===== src/rtl/mmio_fifo_pkg.sv =====
// Shared definitions for the MMIO queue controller: register map, STATUS/CTRL bit
// positions and the operation type produced by the address decode.
package mmio_fifo_pkg;

   localparam int unsigned DEFAULT_DEPTH = 8;

   localparam logic [15:0] OFF_DATA   = 16'd0;
   localparam logic [15:0] OFF_STATUS = 16'd2;
   localparam logic [15:0] OFF_CTRL   = 16'd4;
   localparam logic [15:0] OFF_PEEK   = 16'd6;

   localparam int unsigned ST_EMPTY     = 16;
   localparam int unsigned ST_FULL      = 17;
   localparam int unsigned ST_OVERFLOW  = 18;
   localparam int unsigned ST_UNDERFLOW = 19;
   localparam int unsigned ST_DEPTH_LSB = 32;

   localparam int unsigned CTRL_FLUSH      = 0;
   localparam int unsigned CTRL_CLR_STICKY = 1;

   typedef enum logic [2:0] {
      OP_NONE,
      OP_PUSH,
      OP_POP,
      OP_PEEK,
      OP_STATUS,
      OP_CTRL
   } t_mmio_fifo_op;

   // Writes to STATUS/PEEK fall inside the window but have no effect.
   function automatic t_mmio_fifo_op decode_op(input logic [15:0] addr,
                                               input logic [15:0] base,
                                               input logic        is_rd);
      logic [15:0] off;
      off = addr - base;
      decode_op = OP_NONE;
      case (off)
         OFF_DATA:   decode_op = is_rd ? OP_POP : OP_PUSH;
         OFF_STATUS: decode_op = is_rd ? OP_STATUS : OP_NONE;
         OFF_CTRL:   decode_op = OP_CTRL;
         OFF_PEEK:   decode_op = is_rd ? OP_PEEK : OP_NONE;
         default:    decode_op = OP_NONE;
      endcase
   endfunction

endpackage


===== src/rtl/mmio_fifo_store.sv =====
// Circular buffer of 64-bit entries with an explicit occupancy counter so full
// and empty never alias.
module mmio_fifo_store
   import mmio_fifo_pkg::*;
#(
   parameter int unsigned DEPTH = DEFAULT_DEPTH
) (
   input  logic                     clk_i,
   input  logic                     rst_i,
   input  logic                     push_i,
   input  logic [63:0]              push_data_i,
   input  logic                     pop_i,
   input  logic                     flush_i,
   output logic                     full_o,
   output logic                     empty_o,
   output logic [63:0]              head_data_o,
   output logic [$clog2(DEPTH):0]   count_o
);

   localparam int unsigned PtrW = $clog2(DEPTH);
   localparam int unsigned CntW = PtrW + 1;

   logic [63:0]     mem_q [DEPTH];
   logic [PtrW-1:0] head_q, head_d;
   logic [PtrW-1:0] tail_q, tail_d;
   logic [CntW-1:0] count_q, count_d;
   logic            push_ok, pop_ok;

   assign full_o      = (count_q == CntW'(DEPTH));
   assign empty_o     = (count_q == '0);
   assign head_data_o = mem_q[head_q];
   assign count_o     = count_q;

   // A push while full is still accepted if the same cycle frees an entry.
   assign pop_ok  = pop_i && !empty_o;
   assign push_ok = push_i && (!full_o || pop_i);

   always_comb begin
      head_d  = head_q;
      tail_d  = tail_q;
      count_d = count_q;
      if (flush_i) begin
         head_d  = '0;
         tail_d  = '0;
         count_d = '0;
      end else begin
         if (push_ok) tail_d = tail_q + 1'b1;
         if (pop_ok)  head_d = head_q + 1'b1;
         count_d = count_q + CntW'(push_ok) - CntW'(pop_ok);
      end
   end

   always_ff @(posedge clk_i) begin
      if (rst_i) begin
         head_q  <= '0;
         tail_q  <= '0;
         count_q <= '0;
      end else begin
         head_q  <= head_d;
         tail_q  <= tail_d;
         count_q <= count_d;
      end
   end

   always_ff @(posedge clk_i) begin
      if (push_ok && !flush_i) mem_q[tail_q] <= push_data_i;
   end

endmodule


===== src/rtl/mmio_fifo_ctrl.sv =====
// MMIO-mapped queue controller: decodes the 4-register window, keeps the sticky
// error flags and registers the single-cycle read response.
module mmio_fifo_ctrl
   import mmio_fifo_pkg::*;
#(
   parameter int unsigned DEPTH     = DEFAULT_DEPTH,
   parameter logic [15:0] BASE_ADDR = 16'h0020
) (
   input  logic                   clk,
   input  logic                   rst,
   input  logic                   wr_valid,
   input  logic [15:0]            wr_addr,
   input  logic [63:0]            wr_data,
   input  logic                   rd_valid,
   input  logic [15:0]            rd_addr,
   input  logic [8:0]             rd_tid,
   output logic                   rsp_valid,
   output logic [8:0]             rsp_tid,
   output logic [63:0]            rsp_data,
   output logic [$clog2(DEPTH):0] count
);

   t_mmio_fifo_op wr_op, rd_op;
   logic          push, pop, flush, clr_sticky;
   logic          full, empty;
   logic [63:0]   head_data, status_word;
   logic          ovf_q, ovf_d, udf_q, udf_d;
   logic          rsp_valid_q, rsp_valid_d;
   logic [8:0]    rsp_tid_q, rsp_tid_d;
   logic [63:0]   rsp_data_q, rsp_data_d;

   assign wr_op = wr_valid ? decode_op(wr_addr, BASE_ADDR, 1'b0) : OP_NONE;
   assign rd_op = rd_valid ? decode_op(rd_addr, BASE_ADDR, 1'b1) : OP_NONE;

   assign push       = (wr_op == OP_PUSH);
   assign pop        = (rd_op == OP_POP);
   assign flush      = (wr_op == OP_CTRL) && wr_data[CTRL_FLUSH];
   assign clr_sticky = (wr_op == OP_CTRL) && wr_data[CTRL_CLR_STICKY];

   mmio_fifo_store #(
      .DEPTH(DEPTH)
   ) u_store (
      .clk_i      (clk),
      .rst_i      (rst),
      .push_i     (push),
      .push_data_i(wr_data),
      .pop_i      (pop),
      .flush_i    (flush),
      .full_o     (full),
      .empty_o    (empty),
      .head_data_o(head_data),
      .count_o    (count)
   );

   always_comb begin
      status_word                         = '0;
      status_word[15:0]                   = 16'(count);
      status_word[ST_EMPTY]               = empty;
      status_word[ST_FULL]                = full;
      status_word[ST_OVERFLOW]            = ovf_q;
      status_word[ST_UNDERFLOW]           = udf_q;
      status_word[ST_DEPTH_LSB +: 16]     = 16'(DEPTH);
   end

   // Clear is applied first so an error in the same cycle is not lost.
   always_comb begin
      ovf_d = ovf_q;
      udf_d = udf_q;
      if (clr_sticky) begin
         ovf_d = 1'b0;
         udf_d = 1'b0;
      end
      if (push && full && !pop) ovf_d = 1'b1;
      if (pop && empty)         udf_d = 1'b1;
   end

   always_comb begin
      rsp_valid_d = (rd_op != OP_NONE);
      rsp_tid_d   = rsp_tid_q;
      rsp_data_d  = rsp_data_q;
      if (rsp_valid_d) begin
         rsp_tid_d = rd_tid;
         case (rd_op)
            OP_POP, OP_PEEK: rsp_data_d = empty ? 64'h0 : head_data;
            OP_STATUS:       rsp_data_d = status_word;
            default:         rsp_data_d = 64'h0;
         endcase
      end
   end

   always_ff @(posedge clk) begin
      if (rst) begin
         ovf_q       <= 1'b0;
         udf_q       <= 1'b0;
         rsp_valid_q <= 1'b0;
         rsp_tid_q   <= '0;
         rsp_data_q  <= '0;
      end else begin
         ovf_q       <= ovf_d;
         udf_q       <= udf_d;
         rsp_valid_q <= rsp_valid_d;
         rsp_tid_q   <= rsp_tid_d;
         rsp_data_q  <= rsp_data_d;
      end
   end

   assign rsp_valid = rsp_valid_q;
   assign rsp_tid   = rsp_tid_q;
   assign rsp_data  = rsp_data_q;

endmodule


===== config.mk =====
export PLATFORM = sky130hd
export DESIGN_NAME = mmio_fifo_ctrl
export DESIGN_NICKNAME = d
export VERILOG_FILES = /design/src/rtl/mmio_fifo_pkg.sv /design/src/rtl/mmio_fifo_store.sv /design/src/rtl/mmio_fifo_ctrl.sv
export SDC_FILE = /design/constraint.sdc
export NUM_CORES = 1
export LEC_CHECK = 0
export BUFFER_PORTS_ARGS = -buffer_cell sky130_fd_sc_hd__buf_2
export CAP_MARGIN = 15
export CORE_UTILIZATION = 62
export CTS_BUF_LIST = sky130_fd_sc_hd__clkbuf_4 sky130_fd_sc_hd__clkbuf_8
export DETAILED_ROUTE_END_ITERATION = 7
export PLACE_DENSITY_LB_ADDON = 0.05
export SLEW_MARGIN = 0
export SYNTH_ARGS = -nofsm -noshare
export SYNTH_HDL_FRONTEND = slang
export SYNTH_SLANG_ARGS = --single-unit

===== constraint.sdc =====
create_clock -name clk -period 4.25 [get_ports clk]
set_input_delay 0.2125 -clock clk [delete_from_list [all_inputs] [get_ports clk]]
set_output_delay 0.2125 -clock clk [all_outputs]
set_load 0.05 [all_outputs]

# Word level (Yosys, flattened, before mapping)
# Memories as Yosys holds them, arrays and structs flattened. A register that Yosys moved wholly into a read port is not among the register bits.
# Index checks and enable logic that the tools add are counted.
# Widths: inputs -> output; s select.
dict set report word_totals {
  ramBits 512
  ff_bits 86
  memories 1
}
# name depth width rd rd_ports_with_merged_regs write_ports line
set memory_table {}
lappend memory_table {u_store.mem_q 8 64 1 1 1 mmio_fifo_store.sv:23} ;# logic [63:0] mem_q [DEPTH];
dict set report classes {
  reduce_logical 21
  n_eq_ne 10
  addsub 6
  n_mux 13
}
# op count
set ops {}
lappend ops {{$pmux 64 s2} 1}
lappend ops {{$mux 64} 1}
lappend ops {{$eq 16x3->1 const B} 3}
lappend ops {{$logic_not 16->1} 2}
lappend ops {{$sub 16x6->16 const B} 2}
lappend ops {{$eq 16x2->1 const B} 1}
lappend ops {{$mux 3} 4}
lappend ops {{$pmux 3 s4} 1}
lappend ops {{$logic_and 1x1->1} 8}
lappend ops {{$add 3x1->3 const B} 2}
lappend ops {{$eq 3x2->1 const B} 2}
lappend ops {{$eq 3x3->1 const B} 2}
lappend ops {{$pmux 3 s2} 1}
lappend ops {{$mux 1} 5}
lappend ops {{$add 4x1->4} 1}
lappend ops {{$eq 4x4->1 const B} 1}
lappend ops {{$logic_not 1->1} 4}
lappend ops {{$logic_not 4->1} 1}
lappend ops {{$reduce_bool 2->1} 2}
lappend ops {{$reduce_or 2->1} 2}
lappend ops {{$sub 4x1->4} 1}
lappend ops {{$eq 3x1->1 const B} 1}
lappend ops {{$reduce_bool 3->1} 1}
lappend ops {{$logic_or 1x1->1} 1}

# Longest topological paths before layout
# Gate-level depths: netlist (run 1).
dict set report logic_depth {
  depth_word 10
  depth_mapped 12
}

# By module
# Synthesis (run 1) repeated with hierarchy kept, for this count alone.
dict set report unflattened {
  cells_unflattened 1222
  hier_area_um2 23087.1
}
# mod cells_each area_per_inst_um2 n_inst
set by_module_without_submodules {}
lappend by_module_without_submodules {mmio_fifo_store 821 19906.6 1}
lappend by_module_without_submodules {mmio_fifo_ctrl 401 3180.6 1}

# Worst setup path before layout (run 1)
# OpenSTA, ideal clock, no wires.
dict set report synth_timing {
  kind {in2reg}
  from {in rd_addr[10]}
  to {mem u_store.mem_q[6][0], enable pin}
  arrival_ns 3.282
  slack_ns 0.538
  setup_ns 0.430
  cell_stages 5
  path_cell_list {or4b_4 > nor3_4 > o2111ai_2 > a211oi_4 > and4b_1}
}
dict set report synth_via {
  elab_chain_cells 10
}
# element line
set synth_lines {}
lappend synth_lines {{start: declaration} mmio_fifo_ctrl.sv:15} ;# input logic [15:0] rd_addr,
lappend synth_lines {{$sub 16x6->16 (*)} mmio_fifo_pkg.sv:35} ;# off = addr - base;
lappend synth_lines {{$eq 16x3->1, or another cell as far along} mmio_fifo_pkg.sv:37} ;# case (off)
lappend synth_lines {{$pmux 3 s4 (*)} mmio_fifo_pkg.sv:37}
lappend synth_lines {{$mux 3 (*)} mmio_fifo_ctrl.sv:33} ;# assign rd_op = rd_valid ? decode_op(rd_addr, BASE_ADDR, 1'b1) : OP_NONE;
lappend synth_lines {{$eq 3x2->1 (*)} mmio_fifo_ctrl.sv:36} ;# assign pop = (rd_op == OP_POP);
lappend synth_lines {{$logic_or 1x1->1 (*)} mmio_fifo_store.sv:36} ;# assign push_ok = push_i && (!full_o || pop_i);
lappend synth_lines {{$logic_and 1x1->1 (*)} mmio_fifo_store.sv:36}
lappend synth_lines {{named net u_store.push_ok} mmio_fifo_store.sv:27} ;# logic push_ok, pop_ok;
lappend synth_lines {{$logic_and 1x1->1 (*)} mmio_fifo_store.sv:66} ;# if (push_ok && !flush_i) mem_q[tail_q] <= push_data_i;
lappend synth_lines {{$mux 1 (*)} mmio_fifo_store.sv:66}
lappend synth_lines {{$mux 1 (implied by the code) (*)} mmio_fifo_store.sv:66}
lappend synth_lines {{end: declaration} mmio_fifo_store.sv:23}
# The timed path passes the listed nets; every way through them passes the cells marked *.

# Worst setup path after layout (run 1)
dict set report layout_timing {
  from {reg u_store.count_q[2] (netlist: u_store.count_o[2])}
  to {reg rsp_data_q[42] (netlist: rsp_data[42])}
}
dict set report layout_via {
  elab_chain_cells 3
}
# element line
set layout_lines {}
lappend layout_lines {{start: declaration} mmio_fifo_store.sv:26} ;# logic [CntW-1:0] count_q, count_d;
lappend layout_lines {{start signal: assignment} mmio_fifo_store.sv:61} ;# count_q <= count_d;
lappend layout_lines {{$logic_not 4->1} mmio_fifo_store.sv:30} ;# assign empty_o = (count_q == '0);
lappend layout_lines {{$mux 64} mmio_fifo_ctrl.sv:84} ;# OP_POP, OP_PEEK: rsp_data_d = empty ? 64'h0 : head_data;
lappend layout_lines {{$pmux 64 s2} mmio_fifo_ctrl.sv:83} ;# case (rd_op)
lappend layout_lines {{end signal: assignment} mmio_fifo_ctrl.sv:103} ;# rsp_data_q <= rsp_data_d;
lappend layout_lines {{end: declaration} mmio_fifo_ctrl.sv:30} ;# logic [63:0] rsp_data_q, rsp_data_d;
# Every way passes these cells.
# A chain may end at the register's enable or synchronous reset.

==> metrics.sh, run 1 <==
CRITICAL_PATH_BUF_INV_COUNT=2
DRTITER0DRC=660
CLKLATENCYLATEPIN_PS=650
HP-START='rst'
RUN_STATUS='completed'
REMAINING_DRC_ERRORS=0
ANTENNA_FOUND_INITIAL=0
ROUTE.DETAILED.WL_PER_INST_UM=23.0
VIAS_PER_CELL=5.90
SYNTHMUXAREASHARE=0.154
ROUTE.ANTENNA.REMAINING_NETS=0
GRT_OVERFLOW=0
DATA_ARRIVAL_AT_THE_ENDPOINT_OF_THE_CRITICAL_PATH_PS=3240
PLACE_CONGESTION=0.807
LAYOUT_COMMON_CELLS='sky130_fd_sc_hd__edfxtp_1, sky130_fd_sc_hd__buf_2, sky130_fd_sc_hd__mux4_2, sky130_fd_sc_hd__clkbuf_8, sky130_fd_sc_hd__dfxtp_1'
FINALCLOCKSKEW_PS=27.0
SLEW-LIMIT-HEADROOM=0.310
FINAL.PERIOD_UTILIZATION=0.641
NUMBER_OF_GLOBAL_ROUTE_VIAS_BEFORE_REPAIR=12248
CELL_TYPES_OCCUPYING_THE_MOST_AREA_AFTER_SYNTHESIS='sky130_fd_sc_hd__edfxtp_1, sky130_fd_sc_hd__mux4_2, sky130_fd_sc_hd__dfxtp_1'
YOSYSTOPAREACELLSHARE=0.666
FLOORPLAN.IO_PINS=187
PLACEMENT.IO_BUFFERS=186
CLK_PIN_SLEW_WORST_PATHS_PS=60
PIN_COUNT_OF_THE_BIGGEST_NET_ENTERING_GLOBAL_ROUTING=49
SYNTH_CELLS=1097
SYNTH-ASYNC-RESET-RATIO=0
TIMING.SETUP.TNS_PS=0
CRITICAL_PATH_PEAK_FANOUT=48
POST_DP_HPWL_MM=26.8
SYNTHESIS.AREA_UM2=23100
IR_WORST_VDD_V=0.000331
POWER_DENSITY_nW_PER_UM2=420
POST_SYNTH_FA_HA_MAJ_AREA_FRACTION=0.00574
GRTUSAGETOTAL=0.249
FINAL_HOLD_VIOS=0
YOSYS_WARNINGS=0
MIN_DELAY_PATH_DEPTH=2
HOLD_PATH.CLASS='in2reg'
YOSYS.AREA_SHARE.SIMPLE=0.0265
YS_DOMINANT_REG_CELL='sky130_fd_sc_hd__edfxtp_1'
WORSTMARGINPINSLEW_PS=1030
TYPE_OF_DESTINATION_OF_THE_CRITICAL_PATH='flip-flop'
LAYOUT.CELL_AREA.NON_FILLER_UM2=27400
TIMING.FINAL.CRIT_PERIOD_PS=2730
FIRST_PASS_ITERS=5
SETUP_VIOL=0
VIAS=11656
PLACEMENT_ROW_COUNT=70
NETLIST-CELL-TYPE-COUNT=65
PLACED_CELL_AREAS_UM2=24700
DIE_W_UM=195
CAPTURE_POINT_OF_THE_WORST_REG_TO_REG_PATH='rsp_data[42]'
ANTENNA_CELLS=0
CTS.SINKS=601
FINAL_NET_COUNT=1550
WORST-R2R-SETUP-SLACK_PS=1520
SYNTH_EDF_COUNT=512
DIE_SPAN_Y_UM=195
LAYOUT_COMMONEST_CELL='sky130_fd_sc_hd__edfxtp_1'
CTS.ROOT.BUFFER_CELL='sky130_fd_sc_hd__clkbuf_8'
MAIN_COMBINATIONAL_CELL_FAMILY_BY_AREA_AFTER_SYNTHESIS='multiplexers'
WORSTPATHCELLLIST='inv_1 -> ha_1 -> nor3b_1 -> a21oi_1 -> nand2_1 -> or3_4 -> buf_4 -> o2bb2ai_2'
POWER.STATIC_LEAKAGE_nW=9.06
CRITICAL-PATH-SLOWEST-CELL='sky130_fd_sc_hd__or3_4'
CTS_TREE='yes'
CTS_HOLD_REPAIR.BUFFERS=77
SETUP_REPAIR_AFTER_GLOBAL_ROUTING_MISSED_ITS_MARGIN='false'
DRIVE_GT1_FRAC=0.392
CTS_RESIZED=0
R2R-START='u_store.count_o[2]'
MAX_FREQ_MHz=367
FLOORPLAN.INITIALDENSITY=0.631
CELL_FAMILY_WITH_MOST_CP_DELAY='simple AND/OR/NAND/NOR gates'
RR_WORST_DEPTH=8
CAP_VIOLATIONS=0
GRT_FIRST_PASS_WIRELENGTH_MM=70.6
TIMING_WORST_SETUP_PATH_TYPE='reg2reg'
SETUP.WORST_PATH.START_CLASS='flip-flop'
POST-CTS-SETUP-BUFFERS=0
CRITICAL-PATH-MAX-STAGE-DELAY_PS=770
CTS_INSERTED_BUFFERS=93
FILLERS=2165
CLOCK_TREE.HTREE_LEVEL_COUNT=3
POSTSYNTHREGISTERBITS=601
CTS_BUFFER_DEPTH=3
CORE-AREA_UM2=36600
SYNTH_TOP_CELL_BY_AREA='sky130_fd_sc_hd__edfxtp_1'
CP.REQUIRED_PS=4770
DIEAREA_UM2=38000
WHS_ENDPOINT='rsp_valid'
POST_SYNTH.CELL_AREA_AVG_UM2=21.1
POST_SYNTH_XOR_AREA_FRACTION=0.00152
DETAIL_ROUTE.WIRELENGTH_MM=45.5
AREAGROWTHSYNTHTOFINISH_PCT=18.7
FIN_HOLD_WS_PS=72.0
SYNTH-SEQ-AREA-SHARE=0.743
SYNTH_NETS=1216
SYNTH-COMPOUND-AREA-SHARE=0.0523
SLEW_VIOL_FINAL=0
-- registers in the layout, summed over array words and instances (netlist names), named ones only --
signal,cells
rsp_valid,1
udf_q,1
rsp_data,64
u_store.head_q,3
rsp_tid,9
ovf_q,1
u_store.count_o,4
u_store.mem_q,512
u_store.tail_q,3
-- synthesized netlist by cell type, types with 3 or more instances --
cell,n
sky130_fd_sc_hd__a21oi_1,20
sky130_fd_sc_hd__a311oi_1,7
sky130_fd_sc_hd__and2_1,3
sky130_fd_sc_hd__and4b_1,4
sky130_fd_sc_hd__buf_12,5
sky130_fd_sc_hd__buf_2,23
sky130_fd_sc_hd__clkbuf_1,27
sky130_fd_sc_hd__dfxtp_1,89
sky130_fd_sc_hd__edfxtp_1,512
sky130_fd_sc_hd__ha_1,9
sky130_fd_sc_hd__inv_1,12
sky130_fd_sc_hd__mux2_2,10
sky130_fd_sc_hd__mux2i_1,57
sky130_fd_sc_hd__mux4_2,128
sky130_fd_sc_hd__nand2_1,21
sky130_fd_sc_hd__nand3_1,10
sky130_fd_sc_hd__nand3b_1,5
sky130_fd_sc_hd__nand4_1,3
sky130_fd_sc_hd__nor2_1,22
sky130_fd_sc_hd__nor3_1,5
sky130_fd_sc_hd__nor4_1,3
sky130_fd_sc_hd__o211ai_1,3
sky130_fd_sc_hd__o21ai_0,8
sky130_fd_sc_hd__o2bb2ai_1,4
sky130_fd_sc_hd__o2bb2ai_2,50
sky130_fd_sc_hd__o31ai_1,3
sky130_fd_sc_hd__or4b_1,3
-- per-layer routing --
layer	vias up	track usage	share of wire
met5	-	0	0
met3	67	0.0428	0.048
met2	350	0.399	0.49
met4	0	0.0747	0.019
li1	5257	-	-
met1	5982	0.356	0.44
-- worst max path at each step --
stage	from	end	slack, ps	cells past startpoint
floorplan	rd_addr[10]	u_store.mem_q[6][0]	540	5
global route	u_store.count_o[2]	rsp_data[33]	1350	8
CTS	u_store.count_o[2]	rsp_data[42]	1510	8
detailed placement	rd_addr[10]	u_store.mem_q[7][8]	970	7
global placement	rd_addr[10]	u_store.mem_q[7][7]	1000	7
finish	u_store.count_o[2]	rsp_data[42]	1520	8
-- area by class of cell --
cell class / instances / area [um^2] / share of cell area
clock buffer: 142 / 1750 / 0.0640
clock inverter: 31 / 198 / 0.00721
inverter: 12 / 45.0 / 0.00164
multi-input combinational: 426 / 5600 / 0.204
sequential: 601 / 17200 / 0.626
tap: 468 / 586 / 0.0213
timing repair buffer: 297 / 2080 / 0.0759
-- through the flow --
stage               total power [mW]  utilization  cells  worst slack [ps]
global placement                6.67        0.675   1727               998
finish                          11.5        0.749   1977              1520
floorplan                       6.55            -   1097               538
CTS                             11.6        0.749   1977              1510
detailed placement              6.67        0.675   1727               972
global route                    11.9        0.749   1977              1350
-- report_power, final --
part | switching [mW] | leakage [nW] | internal (mW)
clock network | 2.15 | 1.04 | 2.76
registers | 0.00000746 | 5.32 | 6.39
logic | 0.126 | 2.70 | 0.0955
-- logic make-up (layout without fill, tap and decap cells) --
family	after synthesis	in the layout
XOR/XNOR	4	4
multiplexers	195	195
flip-flops	601	601
adder cells (fa/ha/maj)	10	10
AND/OR/NAND/NOR	104	104
AO/OA/AOI/OAI	113	113
buffers and inverters	70	482
(Power assumes the default switching activity.)
==> inputs of run 2 (changes only) <==
- ABC_AREA: unset -> 1
- clock period: 4.25 -> 2.81 ns (I/O delays scaled with it)
==> metrics.sh, run 2 <==
RUN_STATUS='completed'
POSTSYNTHREGISTERBITS=601
WORSTMARGINPINSLEW_PS=943
CLK_PIN_SLEW_WORST_PATHS_PS=60
PLACEMENT_ROW_COUNT=70
GRT_OVERFLOW=0
SYNTHMUXAREASHARE=0
TIMING_WORST_SETUP_PATH_TYPE='reg2reg'
CELL_FAMILY_WITH_MOST_CP_DELAY='adder cells'
SETUP.WORST_PATH.START_CLASS='flip-flop'
GR-MAX-USAGE-LAYER='met2'
IR_WORST_VDD_V=0.000545
CTS_INSERTED_BUFFERS=94
FLOORPLAN.INITIALDENSITY=0.633
SWITCHING_COMPONENT_OF_THE_POWER_mW=3.43
CORE_OCCUPANCY_IN_THE_FINISHED_LAYOUT=0.752
TIMING.SETUP.TNS_PS=0
POWER_DENSITY_nW_PER_UM2=617
SYNTH_NETS=2020
SYNTH_COMMONEST_CELLS='sky130_fd_sc_hd__edfxtp_1, sky130_fd_sc_hd__nor2_1, sky130_fd_sc_hd__o21ai_0, sky130_fd_sc_hd__nand2_1, sky130_fd_sc_hd__nand3_1'
DRIVE_GT1_FRAC=0.184
ROUTE.DETAILED.WL_PER_INST_UM=19.9
CTS_TREE='yes'
PLACE_CONGESTION=0.811
TIMING.FINAL.CRIT_PERIOD_PS=2330
LAYOUT_COMMONEST_CELL='sky130_fd_sc_hd__edfxtp_1'
CRITICAL_PATH_BUF_INV_COUNT=2
SETUP_VIOL=0
SYNTH-SEQ-AREA-SHARE=0.735
CORE-AREA_UM2=36900
SLEW_VIOL_FINAL=0
CELL_TYPES_OCCUPYING_THE_MOST_AREA_AFTER_SYNTHESIS='sky130_fd_sc_hd__edfxtp_1, sky130_fd_sc_hd__dfxtp_1, sky130_fd_sc_hd__o21ai_0'
POWER.SWITCHING_FRACTION=0.201
CLKLATENCYLATEPIN_PS=640
GRT_FIRST_PASS_WIRELENGTH_MM=86.4
CTS.SINKS=601
CP.REQUIRED_PS=3370
POWER_REPORT.INTERNAL_TOTAL_mW=13.7
FINALCLOCKSKEW_PS=16.0
LAYOUT_COMMON_CELLS='sky130_fd_sc_hd__edfxtp_1, sky130_fd_sc_hd__nor2_1, sky130_fd_sc_hd__o21ai_0, sky130_fd_sc_hd__buf_2, sky130_fd_sc_hd__nand2_1'
WORSTPATHCELLLIST='inv_1 -> ha_1 -> nand3_1 -> nand3_4 -> nor2_2 -> nand2_1 -> o21ai_0 -> ha_1 -> inv_1 -> fa_1 -> xor2_1 -> nor2_1'
FINAL_NET_COUNT=2300
DETAIL_ROUTE.WIRELENGTH_MM=55.1
SLEW-LIMIT-HEADROOM=0.371
DIEAREA_UM2=38400
POST_DP_HPWL_MM=30.7
AREAGROWTHSYNTHTOFINISH_PCT=18.8
SYNTH-ASYNC-RESET-RATIO=0
GLOBALROUTEMET1UTIL=0.386
SEQPWRFRAC=0.564
GRTUSAGETOTAL=0.293
DATA_ARRIVAL_AT_THE_ENDPOINT_OF_THE_CRITICAL_PATH_PS=2890
POST_SYNTH.CELL_AREA_AVG_UM2=12.3
FIRST_PASS_ITERS=5
POWER.STATIC_LEAKAGE_nW=10.0
LAYOUT.CELL_AREA.NON_FILLER_UM2=27700
VIAS_PER_CELL=5.85
SYNTH-COMPOUND-AREA-SHARE=0.115
FINAL.PERIOD_UTILIZATION=0.829
POST_SYNTH_FA_HA_MAJ_AREA_FRACTION=0.00568
TYPE_OF_DESTINATION_OF_THE_CRITICAL_PATH='flip-flop'
DRTITER0DRC=1232
FIN_HOLD_WS_PS=54.6
P_CLK_FRAC=0.417
LARGEST-REGISTER='u_store.mem_q'
POST_SYNTH_XOR_AREA_FRACTION=0.000750
CRITICAL_PATH_PEAK_FANOUT=6
SYNTH_TOP_CELL_BY_AREA='sky130_fd_sc_hd__edfxtp_1'
VIAS=16157
YOSYS.CELL_COUNT.TOP_TYPE='sky130_fd_sc_hd__edfxtp_1'
DIE_SPAN_Y_UM=196
YS_DOMINANT_REG_CELL='sky130_fd_sc_hd__edfxtp_1'
NETLIST-CELL-TYPE-COUNT=36
GROUTE.LAYER.MET3.USAGE=0.0462
POSTLAYOUTSETUPSLACKWORST_PS=480
LARGEST_REGISTER_FFS=512
REMAINING_DRC_ERRORS=0
YOSYSTOPAREACELLSHARE=0.658
POST-CTS-SETUP-BUFFERS=0
SYNTHESIS.AREA_UM2=23400
SYNTH_EDF_COUNT=512
POWER.COMBINATIONAL.FRACTION=0.019
YOSYS_WARNINGS=0
SYNTH_CELLS=1901
PLACEMENT.IO_BUFFERS=186
PIN_COUNT_OF_THE_BIGGEST_NET_ENTERING_GLOBAL_ROUTING=164
CTS.ROOT.BUFFER_CELL='sky130_fd_sc_hd__clkbuf_8'
CRITICAL-PATH-MAX-STAGE-DELAY_PS=390
FILLERS=2434
NUMBER_OF_GLOBAL_ROUTE_VIAS_BEFORE_REPAIR=16086
ANTENNA_FOUND_INITIAL=0
CAP_VIOLATIONS=0
ANTENNA_CELLS=0
FLOORPLAN.IO_PINS=187
MAX_FREQ_MHz=429
CRITICAL-PATH-SLOWEST-CELL='sky130_fd_sc_hd__fa_1'
YOSYS.AREA_SHARE.SIMPLE=0.113
GLOBALROUTEMET2UTIL=0.500
MAIN_COMBINATIONAL_CELL_FAMILY_BY_AREA_AFTER_SYNTHESIS='compound AO/OA/AOI/OAI gates'
FINAL_HOLD_VIOS=0
PLACED_CELL_AREAS_UM2=25100
CTS_BUFFER_DEPTH=3
DIE_W_UM=196
SETUP_REPAIR_AFTER_GLOBAL_ROUTING_MISSED_ITS_MARGIN='false'
ROUTE.ANTENNA.REMAINING_NETS=0
HOLD_PATH.CLASS='in2reg'
CLOCK_TREE.HTREE_LEVEL_COUNT=3
PLACEMENT.SETUP.WORST_SLACK_PS=245
## run 2: changes by cell type in the layout (fill, tap and decap cells not counted), moves of 18 or more
cell	previous run	this run
sky130_fd_sc_hd__nor2_1	21	332
sky130_fd_sc_hd__o21ai_0	8	279
sky130_fd_sc_hd__nand2_1	21	167
sky130_fd_sc_hd__mux4_2	128	0
sky130_fd_sc_hd__nand3_1	10	107
sky130_fd_sc_hd__o22ai_1	0	65
sky130_fd_sc_hd__mux2i_1	57	0
sky130_fd_sc_hd__o221ai_1	0	56
sky130_fd_sc_hd__o2bb2ai_2	50	0
sky130_fd_sc_hd__o21ai_1	1	35
sky130_fd_sc_hd__inv_1	12	38
sky130_fd_sc_hd__a21oi_1	20	39
sky130_fd_sc_hd__clkinv_1	14	32
## run 2: layout make-up
| class | instances | area (um^2) | share of cell area |
|---|---|---|---|
| Timing Repair Buffer | 308 | 2320 | 0.0837 |
| Clock inverter | 47 | 255 | 0.00920 |
| Multi-Input combinational cell | 1129 | 5570 | 0.201 |
| Clock buffer | 128 | 1610 | 0.0579 |
| Sequential cell | 601 | 17200 | 0.619 |
| Tap cell | 504 | 631 | 0.0227 |
| Inverter | 47 | 184 | 0.00663 |
## run 2: logic make-up (layout without fill, tap and decap cells)
family / Yosys count / after routing
buffers and inverters: 171 / 530
AOI/OAI and AO/OA: 478 / 478
and+or+nand+nor: 639 / 639
adders and majority gates: 10 / 10
DFF: 601 / 601
xor gates and xnor gates: 2 / 2
## run 2: final timing paths
path,start,endpoint,slack [ps],cells after the start
setup / recovery,u_store.count_o[3],u_store.count_o[2],480,12
hold / removal,wr_addr[2],u_store.tail_q[2],50,7
setup reg to reg,u_store.count_o[3],u_store.count_o[2],480,12
hold reg to reg,rsp_data[59],rsp_data[59],470,2
## run 2: layer usage
| metal | vias up | wire [um] |
|---|---|---|
| met5 | - | 0 |
| met4 | 0 | 1160 |
| met3 | 87 | 3380 |
| met2 | 621 | 27700 |
| met1 | 7942 | 22900 |
| li1 | 7507 | - |
## run 2: worst reg2reg max path, delay by kind of cell, from the launching register on
| family | cells | cell delay, ps |
|---|---|---|
| fa+ha+maj | 3 | 760 |
| simple gates | 5 | 760 |
| flops | 1 | 360 |
| xor+xnor | 1 | 150 |
| buf+inv | 2 | 130 |
| compound gates | 1 | 100 |
## run 2: power by group through the flow
stage          sequential, mW  combinational [mW]  clock, mW
2_1_floorplan            9.85              0.0530          0
3_3_place_gp             9.85               0.227          0
3_5_place_dp             9.85               0.239          0
4_1_cts                  9.66               0.322       7.26
5_1_grt                  9.65               0.355       7.66
6_report                 9.66               0.328       7.14
## run 2: stage by stage
stage	power, mW	cells
6_report	17.1	2764
5_1_grt	17.7	2764
4_1_cts	17.2	2764
3_5_place_dp	10.1	2514
3_3_place_gp	10.1	2514
2_1_floorplan	9.91	1901
## run 2: what timing repair did
| item | CTS | global route |
|---|---|---|
| endpoints found under the hold margin | 523 | 0 |
| gates resized for setup | 0 | 0 |
| hold buffers | 75 | 0 |
==> inputs of run 3 (changes only) <==
- clock period: 2.81 -> 2.3 ns (I/O delays scaled with it)
==> metrics.sh, run 3 (synthesis results as in run 2) <==
RUN_STATUS='completed'
SEQPWRFRAC=0.556
TIMING_WORST_SETUP_PATH_TYPE='in2reg'
REMAINING_DRC_ERRORS=0
FINAL.PERIOD_UTILIZATION=0.935
POWER_DENSITY_nW_PER_UM2=756
CAP_VIOLATIONS=0
AREAGROWTHSYNTHTOFINISH_PCT=20.3
PIN_COUNT_OF_THE_BIGGEST_NET_ENTERING_GLOBAL_ROUTING=109
DIE_SPAN_Y_UM=196
CTS_INSERTED_BUFFERS=93
FOOTPRINT_OF_THE_MULTI_INPUT_GATES_UM2=5590
CORE-AREA_UM2=36900
DIE_W_UM=196
HOLD_PATH.CLASS='in2reg'
R2R-START='u_store.count_o[2]'
GRT_OVERFLOW=0
PLACE_CONGESTION=0.813
LARGEST_REGISTER_FFS=512
TIMING.FINAL.CRIT_PERIOD_PS=2150
POST_DP_HPWL_MM=32.2
PLACEMENT.IO_BUFFERS=186
POWER_REPORT.INTERNAL_TOTAL_mW=17.0
CRITICAL-PATH-SLOWEST-CELL='sky130_fd_sc_hd__dlygate4sd3_1'
FIN_TOTAL_PWR_mW=21.2
FIRST_PASS_ITERS=5
SETUP_REPAIR_AFTER_GLOBAL_ROUTING_MISSED_ITS_MARGIN='false'
WORSTPATHCELLLIST='dlygate4sd3_1 -> buf_2 -> inv_1 -> nand3_1 -> dlygate4sd3_1 -> nor2_4 -> nand2_1 -> inv_2 -> ha_1 -> inv_1 -> fa_1 -> xor2_1 -> nor2_1'
LAYOUT.CELL_AREA.NON_FILLER_UM2=28100
GRT_FIRST_PASS_WIRELENGTH_MM=87.2
TYPE_OF_DESTINATION_OF_THE_CRITICAL_PATH='flip-flop'
DIEAREA_UM2=38400
P_CLK_FRAC=0.425
LAYOUT_COMMONEST_CELL='sky130_fd_sc_hd__edfxtp_1'
SLEW-LIMIT-HEADROOM=0.604
POWER.STATIC_LEAKAGE_nW=10.2
FLOORPLAN.IO_PINS=187
SLEW_VIOL_FINAL=0
ANTENNA_FOUND_INITIAL=3
ROUTE.DETAILED.WL_PER_INST_UM=20.1
HP-START='rd_addr[9]'
CTS_BUFFER_DEPTH=3
POWER.COMBINATIONAL.FRACTION=0.019
CRITICAL_PATH_PEAK_FANOUT=3
POWER.SWITCHING_FRACTION=0.197
CTS_TREE='yes'
DATA_ARRIVAL_AT_THE_ENDPOINT_OF_THE_CRITICAL_PATH_PS=2680
CP.REQUIRED_PS=2830
DRTITER0DRC=1399
CELL_FAMILY_WITH_MOST_CP_DELAY='buffers and inverters'
LAYOUT_COMMON_CELLS='sky130_fd_sc_hd__edfxtp_1, sky130_fd_sc_hd__nor2_1, sky130_fd_sc_hd__o21ai_0, sky130_fd_sc_hd__buf_2, sky130_fd_sc_hd__nand2_1'
GRTUSAGETOTAL=0.295
CLOCK_TREE.HTREE_LEVEL_COUNT=3
DRIVE_GT1_FRAC=0.201
ROUTE.ANTENNA.REMAINING_NETS=0
CRITICAL-PATH-MAX-STAGE-DELAY_PS=610
VIAS=16265
SETUP.WORST_PATH.START_CLASS='input pin'
PLACEMENT_ROW_COUNT=70
IR_WORST_VDD_V=0.000572
SETUP_VIOL=0
LARGEST-REGISTER='u_store.mem_q'
CTS.SINKS=601
FF_LATCH_AREA_UM2=17200
SWITCHING_COMPONENT_OF_THE_POWER_mW=4.19
PLACED_CELL_AREAS_UM2=25400
FLOORPLAN.INITIALDENSITY=0.633
CLKLATENCYLATEPIN_PS=660
WORSTMARGINPINSLEW_PS=594
CLK_PIN_SLEW_WORST_PATHS_PS=60
CRITICAL_PATH_BUF_INV_COUNT=6
FINALCLOCKSKEW_PS=24.2
FILLERS=2393
DETAIL_ROUTE.WIRELENGTH_MM=55.9
NUMBER_OF_GLOBAL_ROUTE_VIAS_BEFORE_REPAIR=16097
FINAL_NET_COUNT=2319
MAX_FREQ_MHz=465
VIAS_PER_CELL=5.84
CRIT_PATH_START='wr_addr[2]'
CTS.ROOT.BUFFER_CELL='sky130_fd_sc_hd__clkbuf_8'
FINAL_HOLD_VIOS=0
==> run 3: what timing repair did <==
action	CTS	global route
buffers inserted	0	1
hold buffers	78	0
endpoints found under the setup margin	0	150
resized for setup	0	1
endpoints found under the hold margin	529	0
==> run 3: metrics by stage <==
step | instances | TNS [ps] | worst slack, ps | hold slack (ps) | util
CTS | 2781 | 0 | 95.9 | 42.2 | 0.761
detailed placement | 2530 | -925 | -47.2 | 337 | 0.688
global placement | 2530 | -8.76 | -7.26 | 340 | 0.688
floorplan | 1901 | -189800 | -454 | 184 | -
finish | 2785 | 0 | 150 | 64.7 | 0.762
global route | 2785 | 0 | 13.4 | 146 | 0.762
==> run 3: final timing paths <==
path                   endpoint  slack (ps)  cells after the start
min                rsp_data[16]          60                      8
max          u_store.count_o[2]         150                     13
min reg2reg        rsp_data[41]         470                      2
max reg2reg        rsp_data[43]         180                      9
==> run 3: layer usage <==
layer  wire [um]  global-route usage
met5           0                   0
met4        1250              0.0975
met3        3780              0.0466
met2       27800               0.498
met1       23100               0.395
==> run 3: final cells by class <==
class	count	area share
flip-flops and latches	601	0.611
multi-input cells	1129	0.199
repair buffers	328	0.0910
clock buffers	155	0.0644
well taps	504	0.0225
inverters	47	0.00717
clock inverters	18	0.00432
diodes	3	0.000267
==> run 3: worst reg2reg max path, cell delays in order (launching register included) <==
cell,delay [ps]
sky130_fd_sc_hd__dfxtp_4,330
sky130_fd_sc_hd__inv_1,110
sky130_fd_sc_hd__ha_1,170
sky130_fd_sc_hd__nand3_1,200
sky130_fd_sc_hd__nand3_4,160
sky130_fd_sc_hd__buf_4,490
sky130_fd_sc_hd__inv_2,110
sky130_fd_sc_hd__buf_4,250
sky130_fd_sc_hd__nand3_1,120
sky130_fd_sc_hd__o21ai_1,60
==> run 3: power by group through the flow <==
stage          sequential (mW)  combinational (mW)  clock [mW]
2_1_floorplan             12.0              0.0667           0
3_3_place_gp              12.0               0.288           0
3_5_place_dp              12.0               0.300           0
4_1_cts                   11.8               0.403        9.16
5_1_grt                   11.8               0.442        9.60
6_report                  11.8               0.407        9.03
